[src/rtl/io_bridge.sv]
// io_bridge: memory-mapped bridge between the processor bus and RAM/peripherals.
// Peripherals: LED register, scanned 4-digit 7-segment display, synchronised switches,
// and an optional interval timer built only when IO_TIMER_EN is defined.
// Read data returns on DIN one cycle after the address, matching the synchronous RAM.
module io_bridge #(
  parameter int TICK_DIV  = 50000,
  parameter int SCAN_BITS = 16
) (
  input  logic        clk_50MHz,
  input  logic        reset,
  input  logic [7:0]  ADDR,
  input  logic [15:0] DOUT,
  input  logic        W,
  input  logic [15:0] mem_q,
  input  logic [9:0]  SW,
  output logic        mem_wren,
  output logic [15:0] DIN,
  output logic [9:0]  LEDR,
  output logic [6:0]  seg_n,
  output logic [3:0]  an_n,
  output logic        timer_irq
);

  localparam logic [7:0] A_LED   = 8'h80;
  localparam logic [7:0] A_HEX   = 8'h90;
  localparam logic [7:0] A_SW    = 8'hA0;
  localparam logic [7:0] A_TLOAD = 8'hB0;
  localparam logic [7:0] A_TCTRL = 8'hB1;
  localparam logic [7:0] A_TSTAT = 8'hB2;

  // Active-low hex decode, bit order {g,f,e,d,c,b,a}
  function automatic logic [6:0] hex7(input logic [3:0] v);
    case (v)
      4'h0: hex7 = 7'b1000000;
      4'h1: hex7 = 7'b1111001;
      4'h2: hex7 = 7'b0100100;
      4'h3: hex7 = 7'b0110000;
      4'h4: hex7 = 7'b0011001;
      4'h5: hex7 = 7'b0010010;
      4'h6: hex7 = 7'b0000010;
      4'h7: hex7 = 7'b1111000;
      4'h8: hex7 = 7'b0000000;
      4'h9: hex7 = 7'b0010000;
      4'hA: hex7 = 7'b0001000;
      4'hB: hex7 = 7'b0000011;
      4'hC: hex7 = 7'b1000110;
      4'hD: hex7 = 7'b0100001;
      4'hE: hex7 = 7'b0000110;
      default: hex7 = 7'b0001110;
    endcase
  endfunction

  logic [15:0]          hex_q;
  logic [9:0]           sw_s1, sw_s2;
  logic [SCAN_BITS-1:0] scan_cnt;
  logic [1:0]           digit;
  logic [3:0]           nib;
  logic [15:0]          rd_val;
  logic                 ram_sel_p0;
  logic [15:0]          rd_val_p0;

  assign mem_wren = W & ~ADDR[7];

`ifdef IO_TIMER_EN
  localparam int PW = (TICK_DIV > 1) ? $clog2(TICK_DIV) : 1;

  logic [PW-1:0] presc;
  logic [15:0]   t_reload, t_count;
  logic          t_en, t_auto, t_exp;
  logic          tick, expire;

  assign tick      = t_en && (presc == PW'(TICK_DIV - 1));
  assign expire    = tick && (t_count <= 16'd1);
  assign timer_irq = t_exp;

  // Timer: prescaler, down-counter, expiry flag; bus writes override a same-cycle tick
  always_ff @(posedge clk_50MHz) begin
    if (reset) begin
      presc    <= '0;
      t_reload <= '0;
      t_count  <= '0;
      t_en     <= 1'b0;
      t_auto   <= 1'b0;
      t_exp    <= 1'b0;
    end else begin
      if (t_en) presc <= tick ? '0 : presc + 1'b1;
      if (tick) begin
        if (expire) begin
          t_exp <= 1'b1;
          if (t_auto) begin
            t_count <= t_reload;
          end else begin
            t_count <= '0;
            t_en    <= 1'b0;
          end
        end else begin
          t_count <= t_count - 16'd1;
        end
      end
      // A clear racing with expiry loses so no expiry is ever missed
      if (W && ADDR == A_TSTAT && DOUT[0] && !expire) t_exp <= 1'b0;
      if (W && ADDR == A_TLOAD) begin
        t_reload <= DOUT;
        t_count  <= DOUT;
        presc    <= '0;
      end
      if (W && ADDR == A_TCTRL) begin
        t_en   <= DOUT[0];
        t_auto <= DOUT[1];
        if (DOUT[0] && !t_en) presc <= '0;
      end
    end
  end
`else
  assign timer_irq = 1'b0;
`endif

  // Peripheral read value for the address presented this cycle
  always_comb begin
    rd_val = '0;
    case (ADDR)
      A_LED:   rd_val = {6'b0, LEDR};
      A_HEX:   rd_val = hex_q;
      A_SW:    rd_val = {6'b0, sw_s2};
`ifdef IO_TIMER_EN
      A_TLOAD: rd_val = t_count;
      A_TCTRL: rd_val = {14'b0, t_auto, t_en};
      A_TSTAT: rd_val = {15'b0, t_exp};
`endif
      default: rd_val = '0;
    endcase
  end

  // LED and HEX registers written on the strobe edge
  always_ff @(posedge clk_50MHz) begin
    if (reset) begin
      LEDR  <= '0;
      hex_q <= '0;
    end else begin
      if (W && ADDR == A_LED) LEDR  <= DOUT[9:0];
      if (W && ADDR == A_HEX) hex_q <= DOUT;
    end
  end

  // Two-flop synchroniser for the asynchronous switches
  always_ff @(posedge clk_50MHz) begin
    if (reset) begin
      sw_s1 <= '0;
      sw_s2 <= '0;
    end else begin
      sw_s1 <= SW;
      sw_s2 <= sw_s1;
    end
  end

  // ---- stage p0: register region select and peripheral read value ----
  // Region and read value captured each cycle; unmapped (zero) after reset
  always_ff @(posedge clk_50MHz) begin
    if (reset) begin
      ram_sel_p0 <= 1'b0;
      rd_val_p0  <= '0;
    end else begin
      ram_sel_p0 <= ~ADDR[7];
      rd_val_p0  <= rd_val;
    end
  end

  assign DIN = ram_sel_p0 ? mem_q : rd_val_p0;

  assign digit = scan_cnt[SCAN_BITS-1 -: 2];
  assign nib   = hex_q[{digit, 2'b00} +: 4];

  // Display scan: free-running counter drives registered digit enable and segments
  always_ff @(posedge clk_50MHz) begin
    if (reset) begin
      scan_cnt <= '0;
      an_n     <= 4'b1110;
      seg_n    <= 7'b1000000;
    end else begin
      scan_cnt <= scan_cnt + 1'b1;
      an_n     <= ~(4'b0001 << digit);
      seg_n    <= hex7(nib);
    end
  end

endmodule

[config.mk]
export PLATFORM = sky130hd
export DESIGN_NAME = io_bridge
export DESIGN_NICKNAME = d
export VERILOG_FILES = /design/src/rtl/io_bridge.sv
export SDC_FILE = /design/constraint.sdc
export NUM_CORES = 1
export LEC_CHECK = 0
export CAP_MARGIN = 20
export CORE_UTILIZATION = 30
export CTS_BUF_LIST = sky130_fd_sc_hd__clkbuf_4 sky130_fd_sc_hd__clkbuf_8
export CTS_CLUSTER_SIZE = 10
export DETAILED_ROUTE_END_ITERATION = 12
export DONT_BUFFER_PORTS = 1
export GPL_ROUTABILITY_DRIVEN = 1
export PLACE_DENSITY = 0.56
export SYNTH_ARGS = -nofsm -noshare
export SYNTH_HDL_FRONTEND = slang
export SYNTH_SLANG_ARGS = --single-unit
export TNS_END_PERCENT = 10
[constraint.sdc]
create_clock -name clk_50MHz -period 3.2 [get_ports clk_50MHz]
set_clock_uncertainty 0.05 [all_clocks]
set_input_delay 0.64 -clock clk_50MHz [delete_from_list [all_inputs] [get_ports clk_50MHz]]
set_output_delay 0.64 -clock clk_50MHz [all_outputs]
set_load 0.02 [all_outputs]
=== Word-level counts from Yosys, hierarchy flattened ===
Memories as Yosys holds them, arrays and structs flattened. A register that Yosys moved wholly into a read port is not among the register bits.
Cells that the tools add are included.

* Output and inout bits: 39
* Logic and storage cells: 22
* Input port bits: 53
* Memories kept: 1
* Bits in read-only memories: 112
* Register bits: 83

{| class="wikitable"
|+ Memories
! memory !! words !! width !! read ports !! clocked after memory_dff !! wr ports !! line !! source
|-
| (no name shown) || 16 || 7 || 1 || 1 || 0 || 33 || <nowiki>case (v)</nowiki>
|}

* Add/sub/neg operators: 1
* Equality and inequality tests: 3
* Shift-type cells: 2
* Bitwise logic cells: 3
* Mux-type cells: 2
* Reduce and logical (&&, ||, !) cells: 2

{| class="wikitable"
|+ Operators with widths
! cell !! number
|-
| 16-bit case mux with 3 select lines || 1
|-
| 8-bit == test (second input constant) || 3
|-
| 16-bit by 1-bit adder with 16-bit output (second input constant) || 1
|-
| 16-bit 2-to-1 mux || 1
|-
| 16-bit by 5-bit indexed part select with 4-bit output || 1
|-
| 4-bit NOT || 1
|-
| 1-bit by 2-bit left shift with 4-bit output (first input constant) || 1
|-
| 1-bit logical AND || 2
|-
| 1-bit bitwise AND || 1
|-
| 1-bit NOT || 1
|}

=== Depth between registers and ports, before layout ===
* Depth in word-level cells: 2
* Gate-level depth with buffers: 8
* Depth with buffers taken out: 7

=== Worst setup path before layout ===
No wires, ideal clock.

* Path type: reg2out
* Start point: register ram_sel_p0
* End point: output port DIN[10]
* Buffers on the path: 2
* Data required time: 2510 ps
* Arrival time: 1321 ps
* Path slack: 1189 ps
* Stages on the path, launching flop included: 4
* Cells stage by stage: dfxtp_1 > clkbuf_1 > buf_1 > mux2_2

* Cells in the longest elaborated chain, start to end: 1

{| class="wikitable"
|+ Ends and longest elaborated chain
! item !! line !! source
|-
| start, declared || 59 || <nowiki>logic ram_sel_p0;</nowiki>
|-
| start signal, assigned || 163 || <nowiki>ram_sel_p0 <= ~ADDR[7];</nowiki>
|-
| 16-bit 2-to-1 mux || 168 || <nowiki>assign DIN = ram_sel_p0 ? mem_q : rd_val_p0;</nowiki>
|-
| end, declared || 17 || <nowiki>output logic [15:0] DIN,</nowiki>
|}

No other way between the ends.

=== Worst setup path in the final report ===
* Start point: register ram_sel_p0
* End point: output port DIN[2]

The elaborated chain is that of the path after synthesis.

==> key figures <==
Critical path
  – CP bufs+invs: 0
  – Crit path DAT: 1.57 ns
  – Top Family by Delay on Critical Path: flip-flops
  – Crit path required time: 2.51 ns
  – CP max stage cell: dfxtp_1
  – Crit-path max FO: 16
  – Worst setup SP type: flop
  – Worst reg-to-reg path cell count: 7
  – Max stage delay on crit path: between 0.7 and 0.8 ns
  – Critical path depth: 1
  – Crit path cell chain: mux2_2
  – Critical path class: flop to output pin
  – Worst setup EP type: output pin

Hold path
  – Hold Path Class: primary input to flop
  – Worst Hold Path Cells: 1

Global route
  – Largest net degree at the start of global routing: 79
  – Busiest grt layer: met2
  – Total GRT Usage: 13.3%
  – First-pass GRT wire length: between 10,000 and 15,000 um
  – Routing usage on met3: 5.89%
  – Met1 GRT Util: between 10% and 20%
  – Met2 GRT Util: between 20% and 30%
  – Initial antenna violation count: 0
  – Vias in the first global route: 2,417
  – Remaining Overflow, GRT: 0

Clock tree
  – Setup bufs post-CTS: 0
  – CTS tree: built
  – Post-CTS Hold Buffers: 0
  – Gates resized, CTS repair: 0
  – Clock buffer depth: 2
  – Number of buffers created by CTS: 9
  – Clock slew at the register clock pins of the worst setup and hold paths: approximately 0.090 ns
  – CTS sink cnt: 90
  – Clock network latency to the later pin of the worst-skew pair: between 0.3 and 0.4 ns
  – Htree depth: 3
  – Root Driver: clkbuf_8

Outcome
  – Status: complete, but fails checks
  – Failing checks: DRC

Synthesis
  – Mapped cell area: between 3000 and 4000 um2
  – Synth area leaders: dfxtp_1 49%, mux2i_1 11%, nor2_1 7.6%, mux2_2 5.9%, nor2b_1 4.3%
  – Area share of the largest cell type after synthesis: 49.5%
  – Post-synth EDFFs: 0
  – Post-synthesis sequential area ratio: 49.5%
  – Synth Register Bits: 90
  – FFs w/ async S/R, synth: 0%
  – Post-synth top cells: 90 x dfxtp_1, 74 x nor2_1, 40 x mux2i_1
  – Count leader, synth: dfxtp_1
  – Warnings from Yosys: 0
  – Synth cell types: 41
  – Cell taking the most area after synthesis: dfxtp_1
  – Cells after synthesis: between 300 and 400
  – Mapped Nets: roughly 420
  – Post-synth top flop: dfxtp_1
  – Mean area per synthesized cell: 10.1 um2

STA
  – Final Hold Vio Count: 0
  – Part of the cycle the worst path needs: between 70 and 80%
  – RSZ-0062 raised after global routing: false
  – Hold Slack: roughly 0.27 ns
  – Slew HR: 52.8%
  – Setup TNS: 0 ns
  – # setup viols final: 0
  – Slew Viols, Final: 0
  – Final Critical Period: approximately 2.3 ns
  – Fmax: between 400 and 500 MHz
  – Worst-Margin Slew: roughly 0.71 ns

Placement
  – Port bufs: 0
  – Final Wtd Congestion: 0.788
  – HPWL after DPL: ~5700 um

Route
  – Routed vias: approximately 2,400
  – Routed Antenna Nets: 0
  – Final wirelength: 7860 um
  – 1st-iter DRT viols: between 90 and 100
  – Vias per Instance: approximately 4.7
  – Residual DRC: 12
  – DRT Pass-1 Iters: 8
  – Routed len/inst: ~16 um

Floorplanning
  – IO Count: 92
  – Starting Density: 31.4%
  – # rows: 39
  – Die area: 12,600 um2
  – Core Area: ~12,000 um2
  – Die W: 112 um
  – Die Ht: 112 um

Power
  – PD cells: between 500 and 600 nW/um2
  – Max IR drop VDD: between 0.15 and 0.2 mV
  – Leakage: approximately 1.6 nW

Cells and area
  – Layout cells sized above 1: between 10% and 20%
  – Final Util: between 30% and 40%
  – Nets: 413
  – Area growth syn-to-layout: 8.76%
  – # fillers: about 1,200
  – Diode count: 0

Flow run
  – Max_cap viols: 0
==> flip-flops by register name, summed over array words and instances (netlist names) <==
register	flops
LEDR	10
hex_q	16
sw_s2	10
scan_cnt	16
ram_sel_p0	1
sw_s1	10
seg_n	7
an_n	4
rd_val_p0	16
==> placed cells by master, fill, tap and decap left out, drive strengths merged, types with 3 or more instances in the layout <==
master	netlist	final
dfxtp	90	90
nor2	74	74
mux2i	40	40
nor2b	25	25
mux2	20	20
a21oi	13	13
clkbuf	11	10
nand2	8	8
nand3	7	7
ha	7	7
and2	6	6
inv	5	5
xor2	5	5
xnor2	5	5
mux4	4	4
nand4	4	4
and3	3	3
nand2b	3	3
bufinv	0	3
==> cells by family (layout without fill, tap and decap cells) <==
group	count (synthesis)	after routing	share of synthesized area, %
flops	90	90	49.5
fa+ha+maj	7	7	2.40
simple gates	141	141	18.9
mux	64	64	19.6
other cells	1	1	0.103
compound gates	22	22	3.61
buf+inv	27	22	3.54
xor+xnor	10	10	2.40
==> per-layer routing <==
metal  up-vias  part of all wire [%]
met1      1089                    43
met5         -                     0
met3         8                   9.5
met2        69                    45
li1       1187                     -
met4         0                   1.5
==> stage by stage <==
stage	setup slack, ns	total power, mW	area (um2)	cells
detailed placement	0.908	1.23	3730	485
global route	0.850	2.20	3960	500
global placement	1.03	1.23	3730	485
finish	0.938	2.11	3960	500
floorplan	1.19	1.24	3640	362
CTS	0.893	2.14	3960	500
==> power by group <==
part / switching, mW / internal, mW
Sequential: 0.00902 / 1.13
Combinational: 0.0282 / 0.0286
Clock: 0.390 / 0.523
==> path summary, 6_finish.rpt <==
check / endpoint / from / slack, ns
min reg2reg: scan_cnt[0]$_SDFF_PP0_ / scan_cnt[0]$_SDFF_PP0_ / 0.39
max reg2reg: seg_n[1]$_SDFF_PP0_ / scan_cnt[15]$_SDFF_PP0_ / 1.07
max: DIN[2] / ram_sel_p0$_SDFF_PP0_ / 0.94
min: ram_sel_p0$_SDFF_PP0_ / ADDR[7] / 0.27
==> layout make-up <==
class | count | area (um2) | area share [%]
clock buffer | 10 | 131 | 3.32
tap | 143 | 179 | 4.52
inverter | 5 | 18.8 | 0.474
timing repair buffer | 2 | 15.0 | 0.379
sequential | 90 | 1800 | 45.5
multi-input combinational | 245 | 1710 | 43.2
clock inverter | 5 | 104 | 2.62
No activity file was read; power rests on OpenSTA's default activity.
